[config.mk]
export PLATFORM = sky130hd
export DESIGN_NAME = mario_motion_ctrl
export DESIGN_NICKNAME = d
export VERILOG_FILES = /design/src/rtl/mario_motion_ctrl.sv
export SDC_FILE = /design/constraint.sdc
export NUM_CORES = 1
export LEC_CHECK = 0
export CAP_MARGIN = 20
export CORE_MARGIN = 2
export CORE_UTILIZATION = 56
export DETAILED_ROUTE_END_ITERATION = 12
export PLACE_DENSITY = 0.81
export SLEW_MARGIN = 20
export SYNTH_ARGS = -nofsm -noshare
export SYNTH_HDL_FRONTEND = slang
export SYNTH_SLANG_ARGS = --single-unit
[constraint.sdc]
create_clock -name clock50mHz -period 3.14 [get_ports clock50mHz]
set_clock_uncertainty 0.1 [all_clocks]
set_input_delay 0.942 -clock clock50mHz [delete_from_list [all_inputs] [get_ports clock50mHz]]
set_output_delay 0.942 -clock clock50mHz [all_outputs]
set_load 0.02 [all_outputs]
[src/rtl/mario_motion_ctrl.sv]
// mario_motion_ctrl
// Steps Mario's sprite position and vertical velocity once per rising edge of
// the 50 Hz game-tick level, sampled on the 50 MHz system clock. Handles walk,
// jump impulse, gravity, floor landing and screen-edge clamping. All outputs
// come straight from registers.
module mario_motion_ctrl #(
  parameter int START_X    = 32,
  parameter int FLOOR_Y    = 416,
  parameter int X_MIN      = 0,
  parameter int X_MAX      = 608,
  parameter int WALK_SPEED = 2,
  parameter int JUMP_VEL   = 12,
  parameter int GRAVITY    = 1,
  parameter int MAX_FALL   = 12
) (
  input  logic       clock50mHz,
  input  logic       reset,
  input  logic       game_tick,
  input  logic       enable,
  input  logic       btn_left,
  input  logic       btn_right,
  input  logic       btn_jump,
  output logic [9:0] pos_x,
  output logic [9:0] pos_y,
  output logic       facing_left,
  output logic [1:0] motion_state,
  output logic       update_strobe
);

  typedef enum logic [1:0] {
    ST_IDLE = 2'd0,
    ST_WALK = 2'd1,
    ST_RISE = 2'd2,
    ST_FALL = 2'd3
  } state_t;

  // Position constants in the 10-bit pixel domain
  localparam logic [9:0] START_X_C  = 10'(START_X);
  localparam logic [9:0] FLOOR_Y_C  = 10'(FLOOR_Y);
  localparam logic [9:0] X_MIN_C    = 10'(X_MIN);
  localparam logic [9:0] X_MAX_C    = 10'(X_MAX);
  localparam logic [9:0] WALK_C     = 10'(WALK_SPEED);
  localparam logic [9:0] JUMP_C     = 10'(JUMP_VEL);
  // Clamp thresholds: beyond these a full walk step would cross the edge
  localparam logic [9:0] X_LO_LIM   = 10'(X_MIN + WALK_SPEED);
  localparam logic [9:0] X_HI_LIM   = 10'(X_MAX - WALK_SPEED);
  // Floor in the 11-bit signed arithmetic domain used for vertical motion
  localparam logic signed [10:0] FLOOR_S = 11'(FLOOR_Y);
  // Velocity constants (8-bit signed, negative = upward)
  localparam logic signed [7:0] GRAV_S     = 8'(GRAVITY);
  localparam logic signed [7:0] MAX_FALL_S = 8'(MAX_FALL);
  // A jump applies its impulse and the first gravity increment in one tick
  localparam logic signed [7:0] VEL_JUMP_S = 8'(GRAVITY - JUMP_VEL);

  // Architectural state
  logic [9:0]        pos_x_r;
  logic [9:0]        pos_y_r;
  logic signed [7:0] vel_y_r;
  logic              facing_left_r;
  state_t            state_r;
  logic              strobe_r;
  logic              tick_d_r;

  // Combinational next-state values
  logic               tick_rise_s;
  logic               step_s;
  logic               move_left_s;
  logic               move_right_s;
  logic               moving_s;
  logic [9:0]         x_next_s;
  logic               face_next_s;
  logic [9:0]         y_next_s;
  logic signed [7:0]  vel_next_s;
  state_t             state_next_s;
  logic signed [10:0] y_sum_s;
  logic signed [7:0]  vel_inc_s;

  assign tick_rise_s  = game_tick & ~tick_d_r;
  assign step_s       = tick_rise_s & enable;
  assign move_left_s  = btn_left & ~btn_right;
  assign move_right_s = btn_right & ~btn_left;
  // "Moving" means exactly one direction is pressed, even when clamped at an edge
  assign moving_s     = move_left_s | move_right_s;

  // Candidate y after applying the current velocity, in 11-bit signed so
  // overshoot above the top of the screen is visible as a negative value
  assign y_sum_s   = $signed({1'b0, pos_y_r}) + $signed({{3{vel_y_r[7]}}, vel_y_r});
  assign vel_inc_s = vel_y_r + GRAV_S;

  // Horizontal step with screen-edge clamping; applies in every motion state
  always_comb begin
    x_next_s    = pos_x_r;
    face_next_s = facing_left_r;
    if (move_left_s) begin
      face_next_s = 1'b1;
      if (pos_x_r < X_LO_LIM) begin
        x_next_s = X_MIN_C;
      end else begin
        x_next_s = pos_x_r - WALK_C;
      end
    end else if (move_right_s) begin
      face_next_s = 1'b0;
      if (pos_x_r > X_HI_LIM) begin
        x_next_s = X_MAX_C;
      end else begin
        x_next_s = pos_x_r + WALK_C;
      end
    end else begin
      x_next_s    = pos_x_r;
      face_next_s = facing_left_r;
    end
  end

  // Vertical step and motion-state transition for one game tick
  always_comb begin
    y_next_s     = pos_y_r;
    vel_next_s   = vel_y_r;
    state_next_s = state_r;
    case (state_r)
      ST_IDLE, ST_WALK: begin
        if (btn_jump) begin
          y_next_s     = pos_y_r - JUMP_C;
          vel_next_s   = VEL_JUMP_S;
          state_next_s = ST_RISE;
        end else begin
          y_next_s     = pos_y_r;
          vel_next_s   = 8'sd0;
          state_next_s = moving_s ? ST_WALK : ST_IDLE;
        end
      end
      ST_RISE: begin
        if (y_sum_s < 11'sd0) begin
          // Hit the top of the screen: stop dead and start falling
          y_next_s     = 10'd0;
          vel_next_s   = 8'sd0;
          state_next_s = ST_FALL;
        end else begin
          y_next_s     = y_sum_s[9:0];
          vel_next_s   = vel_inc_s;
          state_next_s = vel_inc_s[7] ? ST_RISE : ST_FALL;
        end
      end
      ST_FALL: begin
        if (y_sum_s >= FLOOR_S) begin
          // Landing tick: snap to the floor, jump is only honoured next tick
          y_next_s     = FLOOR_Y_C;
          vel_next_s   = 8'sd0;
          state_next_s = moving_s ? ST_WALK : ST_IDLE;
        end else begin
          y_next_s     = y_sum_s[9:0];
          vel_next_s   = (vel_inc_s > MAX_FALL_S) ? MAX_FALL_S : vel_inc_s;
          state_next_s = ST_FALL;
        end
      end
      default: begin
        y_next_s     = FLOOR_Y_C;
        vel_next_s   = 8'sd0;
        state_next_s = ST_IDLE;
      end
    endcase
  end

  // Tick edge tracking plus the motion FSM and its registered outputs
  always_ff @(posedge clock50mHz) begin
    if (reset) begin
      // tick_d starts high so a tick already high at release is not a rise
      tick_d_r      <= 1'b1;
      pos_x_r       <= START_X_C;
      pos_y_r       <= FLOOR_Y_C;
      vel_y_r       <= 8'sd0;
      facing_left_r <= 1'b0;
      state_r       <= ST_IDLE;
      strobe_r      <= 1'b0;
    end else begin
      tick_d_r <= game_tick;
      strobe_r <= step_s;
      if (step_s) begin
        pos_x_r       <= x_next_s;
        pos_y_r       <= y_next_s;
        vel_y_r       <= vel_next_s;
        facing_left_r <= face_next_s;
        state_r       <= state_next_s;
      end else begin
        // Disabled or no rise: the tick is dropped, state holds
        pos_x_r       <= pos_x_r;
        pos_y_r       <= pos_y_r;
        vel_y_r       <= vel_y_r;
        facing_left_r <= facing_left_r;
        state_r       <= state_r;
      end
    end
  end

  assign pos_x         = pos_x_r;
  assign pos_y         = pos_y_r;
  assign facing_left   = facing_left_r;
  assign motion_state  = state_r;
  assign update_strobe = strobe_r;

endmodule

==> metrics.md, run 1 <==
| Metric | Value |
|---|---|
| Result of the run | completed |
| Sum of negative setup slack | 0 ns |
| Root buffer cell | sky130_fd_sc_hd__clkbuf_8 |
| Final worst path period need | 2.94 ns |
| # DRC | 0 |
| WP data arrival | 3.04 ns |
| Critical Path Start Type | flip-flop |
| Total number of nets in the final design | 408 |
| Average cell area after synthesis | 7.26 sq um |
| Placer's final routability congestion estimate | 0.905 |
| Total half-perimeter wirelength after legalization and detailed placement | 5170 microns |
| Relative slew margins | 0.440 |
| Critical setup path kind | reg2reg |
| Uppermost layer routed | met4 |
| Proportion of layout cells with a drive suffix above 1 | 0.0935 |
| Aggregate global routing overflow | 0 |
| Largest family of logic cells by synthesized area | compound AO/OA/AOI/OAI gates |
| Worst Hold Margin | 0.366 ns |
| Fraction of the yosys area taken by sequential cells | 0.255 |
| Area of the die | 0.00504 sq mm |
| Initial antenna violation count | 0 |
| Total Routed Length | 7250 microns |
| Period utilization | 0.937 |
| Number of sinks on the clock net | 32 |
| Net count of the mapped netlist | 370 |
| First-pass DRT Iterations | 5 |
| Number of cells traversed by the worst hold path | 2 |
| Met2 routed WL | 3230 microns |
| Average vias per placed instance | 6.38 |
| Worst flop-to-flop path endpoint | pos_y[2] |
| Avg WL per Cell | 16.6 microns |
| Syn Inst Count | 346 |
| Hold violation count in the final report | 0 |
| Quantity of hold-fixing buffers added after cts | 0 |
| Data required, critical path | 3.24 ns |
| Terminating pin of the worst hold path | facing_left |
| Worst Reg-to-Reg Cells | 11 |
| Wire length of the first global-routing pass | 11700 microns |
| Total GRT Usage | 0.289 |
| Clock tree buffer depth | 2 |
| Number of top-level pins | 31 |
| Hold Path Origin | facing_left |
| Inserted Clock Buffers | 5 |
| Setup repair after global routing missed its margin | no |
| CTS tree | yes |
| Arithmetic-cell share of the synthesized area counting full adders, half adders and majority gates | 0.0876 |
| Max Cap Viol | 0 |
| Number of I/O port buffers | 29 |
| Simple-gate share of the synthesized area | 0.248 |
| Synth Area in XOR/XNOR | 0.0453 |
| Number of levels the H-tree was split into | 2 |
| Pin count of the biggest net entering global routing | 32 |
| Rows | 24 |
| Complex-gate fraction of the synthesized area | 0.302 |
| Fmax | 0.340 GHz |
| Reg-to-reg setup timing slack | 0.20 ns |
| DR iter-0 viols | 245 |
| Via count | 2787 |
| Predominant post-synthesis flop cell | sky130_fd_sc_hd__dfxtp_1 |
| Count of nets left with antenna violations after detail routing | 0 |
| CP max FO | 6 |
| WL met3 | 505 microns |
| Number of setup violations in the final report | 0 |
| Pins Over Slew Limit | 0 |
| Worst-skew pair later-pin latency | 0.29 ns |
| Core area | 0.00432 sq mm |
| Endpoint kind of the worst setup timing path | flip-flop |
| Netlist area before placement | 0.00251 sq mm |
| Total routed wire length on the met1 layer | 3380 microns |
| Via count of the first global-routing pass | 2447 |
| Vertical extent of the die | 71.0 microns |
| Class of the most critical hold timing path | reg2reg |
| Synth cell types | 57 |
| Die X-Extent | 71.0 microns |
| Worst supply voltage drop on vdd | 0.000239 V |
| Async set-reset flop share out of synthesis | 0 |
| Actual slew at the worst max-slew pin | 0.831 ns |
| Synth Warn # | 0 |
| Power Dens Cells | 328 mW/mm^2 |
| Worst reg2reg path startpoint | pos_y[0] |
| Number of storage elements in the synthesis netlist | 32 |
| Number of enable-type register cells in the synthesized netlist | 0 |
| Layout overhead on the synthesized area | 22.6% |
| Antenna diode instance count | 0 |
| Fraction of synthesized area in multiplexers | 0.00398 |
| Static leakage power | 0.00124 uW |
| Initial Util | 0.581 |
| CTS clk-pin slew, worst paths | 0.07 ns |
-- worst max-delay path by stage --
stage               startpoint          to  slack [ns]  cells past startpoint
floorplan             pos_y[0]  vel_y_r[1]        0.28                     11
global placement      pos_y[0]    pos_y[9]        0.21                     11
detailed placement    pos_y[0]    pos_y[9]        0.08                     11
CTS                   pos_y[0]    pos_y[9]        0.05                     11
global route          pos_y[0]    pos_y[2]        0.03                     11
finish                pos_y[0]    pos_y[2]        0.20                     11
-- logic make-up after synthesis --
family	Yosys count
adder cells (fa/ha/maj)	17
other	1
flip-flops	32
buffers and inverters	36
XOR/XNOR	13
AO/OA/AOI/OAI	114
multiplexers	1
AND/OR/NAND/NOR	132
-- worst max-delay path: stages, from the launching register on --
cell                        delay [ns]
sky130_fd_sc_hd__dfxtp_1          0.37
sky130_fd_sc_hd__ha_1             0.19
sky130_fd_sc_hd__inv_1            0.05
sky130_fd_sc_hd__fa_1             0.43
sky130_fd_sc_hd__nor2b_2          0.17
sky130_fd_sc_hd__o2111a_1         0.23
sky130_fd_sc_hd__o2111ai_1        0.14
sky130_fd_sc_hd__and3_1           0.25
sky130_fd_sc_hd__nor3_1           0.32
sky130_fd_sc_hd__a211o_1          0.29
sky130_fd_sc_hd__nand2_1          0.07
sky130_fd_sc_hd__a211oi_1         0.24
-- final cells by class --
class                           count  area (sq um)
Tap cell                           52          65.1
Inverter                           18          67.6
Sequential cell                    32           641
Fill cell                         379          1240
Multi-Input combinational cell    279          1750
Clock inverter                      1          30.0
Clock buffer                        7          96.3
Timing Repair Buffer               48           433
-- cell usage after synthesis (all sizes together), types with 7 or more instances --
| cell type | n | area, sq um |
|---|---|---|
| ha | 16 | 200 |
| a31oi | 7 | 43.8 |
| clkbuf | 15 | 56.3 |
| nand3 | 11 | 55.1 |
| nor2 | 41 | 154 |
| a21oi | 37 | 185 |
| dfxtp | 32 | 641 |
| xnor2 | 11 | 96.3 |
| nand2 | 29 | 109 |
| inv | 18 | 67.6 |
| o21ai | 16 | 80.1 |
| a21o | 8 | 60.1 |
| nor3 | 21 | 110 |
| a211oi | 12 | 90.1 |
-- routing by layer --
layer,vias to the layer above,global-route usage
li1,1352,-
met1,1303,0.422
met2,121,0.429
met3,11,0.0570
met4,0,0.0901
met5,-,0
-- where the power goes --
part | internal [uW] | total [uW] | switching [uW]
Clock | 280 | 445 | 165
Combinational | 60.6 | 145 | 84.2
Sequential | 413 | 421 | 8.53
Total | 753 | 1010 | 258
-- through the flow --
| step | instance area [sq um] | std cells | worst slack [ns] | total power [uW] | utilization |
|---|---|---|---|---|---|
| floorplan | 2510 | 346 | 0.276 | 517 | - |
| global placement | 2920 | 426 | 0.210 | 564 | 0.675 |
| detailed placement | 2920 | 426 | 0.0811 | 566 | 0.675 |
| CTS | 3050 | 434 | 0.0472 | 1000 | 0.704 |
| global route | 3080 | 437 | 0.0298 | 1040 | 0.712 |
| finish | 3080 | 437 | 0.198 | 1010 | 0.712 |
-- cells in the final DEF, fill, tap and decap left out, types with 8 or more instances in the layout --
| master | synthesis | layout |
|---|---|---|
| sky130_fd_sc_hd__nor2_1 | 41 | 41 |
| sky130_fd_sc_hd__clkdlybuf4s50_1 | 0 | 29 |
| sky130_fd_sc_hd__ha_1 | 16 | 16 |
| sky130_fd_sc_hd__nor3_1 | 20 | 20 |
| sky130_fd_sc_hd__nand2_1 | 29 | 29 |
| sky130_fd_sc_hd__a21oi_1 | 37 | 37 |
| sky130_fd_sc_hd__dfxtp_1 | 32 | 32 |
| sky130_fd_sc_hd__nand3_1 | 11 | 11 |
| sky130_fd_sc_hd__buf_4 | 2 | 19 |
| sky130_fd_sc_hd__xnor2_1 | 11 | 11 |
| sky130_fd_sc_hd__a21o_1 | 8 | 8 |
| sky130_fd_sc_hd__inv_1 | 17 | 17 |
| sky130_fd_sc_hd__a211oi_1 | 12 | 12 |
| sky130_fd_sc_hd__o21ai_0 | 13 | 13 |
-- registers in the layout, indices dropped and copies added (netlist names) --
register and flops:
pos_y 10, motion_state 2, update_strobe 1, vel_y_r 8
facing_left 1, pos_x 9, tick_d_r 1
-- timing repair --
item	4_1_cts	5_1_grt
resized for setup	0	3
setup endpoints to repair	0	13
buffers inserted	0	2
Power figures use the tool's default switching activity.
==> run 2, diff against run 1 <==
Settings changed: CORE_MARGIN 2 to 4.
==> metrics.md, run 2 (synthesis gave the netlist of run 1 again) <==
| Metric | Value |
|---|---|
| Result of the run | completed |
| Fmax | 0.340 GHz |
| Final worst path period need | 2.94 ns |
| Cell with the largest stage delay on the worst path | sky130_fd_sc_hd__fa_1 |
| Power Dens Cells | 287 mW/mm^2 |
| Rows | 24 |
| Dpl ws | 0.164 ns |
| Internal cell power | 622 uW |
| Pin count of the biggest net entering global routing | 32 |
| Number of top-level pins | 31 |
| Placer's final routability congestion estimate | 0.929 |
| Combinational share of power | 0.163 |
| Number of buffer and inverter stages on the critical path | 2 |
| Total net switching power | 246 uW |
| Hold violation count in the final report | 0 |
| Total Routed Length | 6870 microns |
| Number of setup violations in the final report | 0 |
| Initial antenna violation count | 0 |
| Core area | 0.00435 sq mm |
| Clock tree buffer depth | 2 |
| Data required, critical path | 3.19 ns |
| CTS clk-pin slew, worst paths | 0.06 ns |
| Antenna diode instance count | 0 |
| CP max FO | 3 |
| Layout overhead on the synthesized area | 20.5% |
| Relative slew margins | 0.675 |
| # DRC | 0 |
| Critical setup path kind | reg2reg |
| Via count | 2755 |
| Via count of the first global-routing pass | 2343 |
| Count of nets left with antenna violations after detail routing | 0 |
| Total of cells resized after clock tree synthesis | 0 |
| Non-filler cells, final | 435 |
| Actual slew at the worst max-slew pin | 0.475 ns |
| Class of the most critical hold timing path | reg2reg |
| Vertical extent of the die | 75.0 microns |
| Worst-skew pair later-pin latency | 0.29 ns |
| Pins Over Slew Limit | 0 |
| Root buffer cell | sky130_fd_sc_hd__clkbuf_8 |
| Met2 layer usage reported by global route | 0.370 |
| Switching power share of the total | 0.284 |
| Total GRT Usage | 0.261 |
| Sum of negative setup slack | 0 ns |
| Cell area after placement | 0.00293 sq mm |
| Number of buffers inserted to repair setup after CTS | 0 |
| Area of the die | 0.00562 sq mm |
| Met3 track demand over resource | 0.0587 |
| Worst reg2reg path startpoint | pos_y[0] |
| Period utilization | 0.936 |
| CP top delay family | compound AO/OA/AOI/OAI gates |
| Busiest grt layer | met1 |
| Number of flip-flops in the largest register | 10 |
| Commonest non-fill, non-tap cell in the layout | sky130_fd_sc_hd__nor2_1 |
| Endpoint kind of the worst setup timing path | flip-flop |
| Die X-Extent | 75.0 microns |
| Number of levels the H-tree was split into | 2 |
| Stage delay of the slowest cell on the critical path | 0.41 ns |
| Average vias per placed instance | 6.33 |
| Total number of nets in the final design | 407 |
| Aggregate global routing overflow | 0 |
| GR Util met1 | 0.391 |
| Setup repair after global routing missed its margin | no |
| Quantity of hold-fixing buffers added after cts | 0 |
| Clk network pwr share | 0.352 |
| Number of sinks on the clock net | 32 |
| Top library cells by usage in the layout, fill and taps aside | sky130_fd_sc_hd__nor2_1, sky130_fd_sc_hd__a21oi_1, sky130_fd_sc_hd__dfxtp_1 |
| Max Cap Viol | 0 |
| Worst supply voltage drop on vdd | 0.000302 V |
| DR iter-0 viols | 274 |
| Proportion of layout cells with a drive suffix above 1 | 0.0862 |
| Static leakage power | 0.00120 uW |
| Number of I/O port buffers | 29 |
| Hold Path Origin | facing_left |
| Critical Path Start Type | flip-flop |
| CTS tree | yes |
| Inserted Clock Buffers | 5 |
| WP data arrival | 2.99 ns |
| Core utilization of the finished layout | 0.695 |
| Part of the power in registers | 0.485 |
| Ordered cell list for the critical path | ha_1 -> inv_1 -> fa_1 -> nor2b_1 -> o2111a_1 -> or2_1 -> xor2_1 -> o2111ai_2 -> a21oi_1 -> buf_4 -> a21bo_1 -> a221oi_1 |
| Dpl cells | 428 |
| Total of fill cells in the finished design | 382 |
| First-pass DRT Iterations | 4 |
| Wire length of the first global-routing pass | 11400 microns |
| Non-Filler Cell Area, Final | 0.00303 sq mm |
| Avg WL per Cell | 15.8 microns |
| Total half-perimeter wirelength after legalization and detailed placement | 5090 microns |
| Launching element of the worst setup path | pos_y[0] |
| Worst path setup slack after routing | 0.200 ns |
| Initial Util | 0.577 |
==> run 2: cell types whose count changed in the layout (fill, tap and decap cells not counted), sizes merged <==
cell,change
a211o,-1
clkinv,+1
clkbuf,-1
bufinv,-1
==> run 2: area by class of cell <==
| type | count | area [sq um] | area share |
|---|---|---|---|
| clock buffers | 6 | 72.6 | 0.0240 |
| clock inverters | 1 | 5.00 | 0.00165 |
| inverters | 18 | 67.6 | 0.0223 |
| multi-input cells | 278 | 1740 | 0.576 |
| flip-flops and latches | 32 | 641 | 0.212 |
| well taps | 52 | 65.1 | 0.0215 |
| repair buffers | 48 | 433 | 0.143 |
==> run 2: power by group through the flow <==
stage / clock network, uW / registers [uW] / logic [uW]
after floorplan: 0 / 434 / 82.6
after global routing: 327 / 422 / 154
after global placement: 0 / 430 / 133
final: 306 / 421 / 142
after detailed placement: 0 / 430 / 135
after CTS: 304 / 421 / 137
==> run 2: metrics by stage <==
| step | hold slack (ns) | power [uW] |
|---|---|---|
| floorplan | 0.426 | 517 |
| global placement | 0.346 | 562 |
| detailed placement | 0.349 | 565 |
| CTS | 0.361 | 862 |
| global route | 0.395 | 903 |
| finish | 0.359 | 868 |
==> run 2: final timing paths <==
kind / to / slack [ns] / cells after the start
worst max-delay path: motion_state[0] / 0.20 / 12
worst max register to register: motion_state[0] / 0.20 / 12
worst min register to register: facing_left / 0.36 / 2
worst min-delay path: facing_left / 0.36 / 2
==> run 2: worst min-delay path, cell delays in order, from the launching register on <==
cell                      delay, ns
sky130_fd_sc_hd__dfxtp_1       0.31
sky130_fd_sc_hd__nand2_1       0.05
sky130_fd_sc_hd__a21oi_1       0.05
==> run 2: metal layers <==
layer / wire length, microns / vias to the layer above / part of all wire
met3: 544 / 15 / 0.079
met5: 0 / - / 0
met2: 2940 / 117 / 0.43
met4: 127 / 0 / 0.018
met1: 3250 / 1279 / 0.47
li1: - / 1344 / -
==> run 3, diff against run 2 <==
Settings changed: GPL_ROUTABILITY_DRIVEN set to 0, GPL_TIMING_DRIVEN set to 0.
Clock period 3.14 ns to 3.8 ns, I/O delays scaled along.
==> metrics.md, run 3 (synthesis gave the netlist of run 1 again) <==
| Metric | Value |
|---|---|
| Result of the run | completed |
| Total of fill cells in the finished design | 372 |
| Via count | 2721 |
| Total GRT Usage | 0.262 |
| Launching element of the worst setup path | vel_y_r[0] |
| Sum of negative setup slack | 0 ns |
| Worst supply voltage drop on vdd | 0.000267 V |
| Pin count of the biggest net entering global routing | 11 |
| Ordered cell list for the critical path | ha_1 -> inv_1 -> fa_1 -> nor2b_1 -> o2111a_1 -> nor4_1 -> a311oi_2 -> o2111ai_1 -> a211o_1 -> buf_4 -> a21oi_1 -> nor3_1 |
| Worst-skew pair later-pin latency | 0.29 ns |
| Initial Util | 0.577 |
| Root buffer cell | sky130_fd_sc_hd__clkbuf_8 |
| Antenna diode instance count | 0 |
| Stage delay of the slowest cell on the critical path | 0.48 ns |
| Part of the power in registers | 0.426 |
| Proportion of layout cells with a drive suffix above 1 | 0.0444 |
| Total net switching power | 207 uW |
| Commonest non-fill, non-tap cell in the layout | sky130_fd_sc_hd__nor2_1 |
| Via count of the first global-routing pass | 2466 |
| Worst Reg-to-Reg Cells | 12 |
| Setup repair after global routing missed its margin | no |
| Clk network pwr share | 0.444 |
| WL met3 | 583 microns |
| Inserted Clock Buffers | 5 |
| Power Dens Cells | 274 mW/mm^2 |
| CTS tree | yes |
| Total number of nets in the final design | 406 |
| # DRC | 0 |
| Initial antenna violation count | 0 |
| Reg-to-reg setup timing slack | 0.44 ns |
| Worst reg2reg path startpoint | vel_y_r[0] |
| Clock tree buffer depth | 2 |
| Worst path setup slack after routing | 0.441 ns |
| CTS clk-pin slew, worst paths | 0.07 ns |
| Critical Path Start Type | flip-flop |
| Total of cells resized after clock tree synthesis | 0 |
| Quantity of hold-fixing buffers added after cts | 0 |
| Worst flop-to-flop path endpoint | pos_y[6] |
| Relative slew margins | 0.497 |
| Total routed wire length on the met1 layer | 3140 microns |
| Actual slew at the worst max-slew pin | 0.747 ns |
| Number of levels the H-tree was split into | 2 |
| CP max FO | 10 |
| Rows | 24 |
| Hold violation count in the final report | 0 |
| Number of flip-flops in the largest register | 10 |
| Top library cells by usage in the layout, fill and taps aside | sky130_fd_sc_hd__nor2_1, sky130_fd_sc_hd__a21oi_1, sky130_fd_sc_hd__dfxtp_1 |
| Number of top-level pins | 31 |
| Pins Over Slew Limit | 0 |
| Fmax | 0.298 GHz |
| Combinational share of power | 0.130 |
| First-pass DRT Iterations | 5 |
| Area of the die | 0.00562 sq mm |
| Data required, critical path | 3.86 ns |
| Internal cell power | 614 uW |
| WP data arrival | 3.42 ns |
| Vertical extent of the die | 75.0 microns |
| Number of setup violations in the final report | 0 |
| Wire length of the first global-routing pass | 11400 microns |
| Switching power share of the total | 0.252 |
| Hold Path Origin | facing_left |
| Met2 routed WL | 3010 microns |
| Average vias per placed instance | 6.26 |
| Number of cells traversed by the worst hold path | 2 |
| Critical setup path kind | reg2reg |
| Max Cap Viol | 0 |
| Total half-perimeter wirelength after legalization and detailed placement | 5160 microns |
| Die X-Extent | 75.0 microns |
| Avg WL per Cell | 15.8 microns |
| Dpl ws | 0.402 ns |
| Count of nets left with antenna violations after detail routing | 0 |
| Number of sinks on the clock net | 32 |
| Aggregate global routing overflow | 0 |
| Period utilization | 0.884 |
| Class of the most critical hold timing path | reg2reg |
| Core area | 0.00435 sq mm |
| Static leakage power | 0.00116 uW |
| Uppermost layer routed | met4 |
| Layout overhead on the synthesized area | 19.2% |
| Cell with the largest stage delay on the worst path | sky130_fd_sc_hd__dfxtp_1 |
| Number of I/O port buffers | 29 |
| Endpoint kind of the worst setup timing path | flip-flop |
| DR iter-0 viols | 197 |
| Total Routed Length | 6890 microns |
| Terminating pin of the worst hold path | facing_left |
| Final worst path period need | 3.36 ns |
| Number of buffers inserted to repair setup after CTS | 0 |
run 3: power groups by stage:
stage,Sequential [uW],Combinational [uW],Clock (uW)
floorplan,359,68.2,0
global placement,357,102,0
detailed placement,357,104,0
CTS,350,104,367
global route,351,118,387
finish,350,106,365
run 3: worst max-delay path: cells and delay by family, from the launching register on:
family                     cells  cell delay [ns]
and+or+nand+nor                3             0.33
AOI/OAI and AO/OA              5             1.40
buffers and inverters          2             0.25
DFF                            1             0.48
adders and majority gates      2             0.67
run 3: final cells by class:
type / count / area [sq um] / share of cell area
buffer: 18 / 76.3 / 0.0255
clock buffer: 7 / 96.3 / 0.0322
clock inverter: 1 / 30.0 / 0.0100
inverter: 18 / 67.6 / 0.0226
multi-input combinational: 278 / 1730 / 0.577
sequential: 32 / 641 / 0.214
tap: 52 / 65.1 / 0.0217
timing repair buffer: 29 / 290 / 0.0969
run 3: worst max path at each step:
stage                       endpoint  slack, ns
after floorplan           vel_y_r[1]       0.94
after global placement      pos_x[6]       0.39
after detailed placement    pos_x[6]       0.40
after CTS                   pos_y[6]       0.53
after global routing        pos_y[7]       0.31
final                       pos_y[6]       0.44
run 3: stage by stage:
stage                     power (uW)  instance area, sq um  hold slack (ns)  instances   util
after floorplan                  427                  2510            0.426        346      -
after global placement           460                  2870            0.354        427  0.659
after detailed placement         461                  2870            0.373        427  0.659
after CTS                        821                  2990            0.384        435  0.688
after global routing             856                  2990            0.418        435  0.688
final                            821                  2990            0.382        435  0.688
run 3: layer usage:
layer	vias to the layer above	global-route usage
met5	-	0
met4	0	0.107
met3	21	0.0601
met2	132	0.385
met1	1214	0.369
li1	1354	-
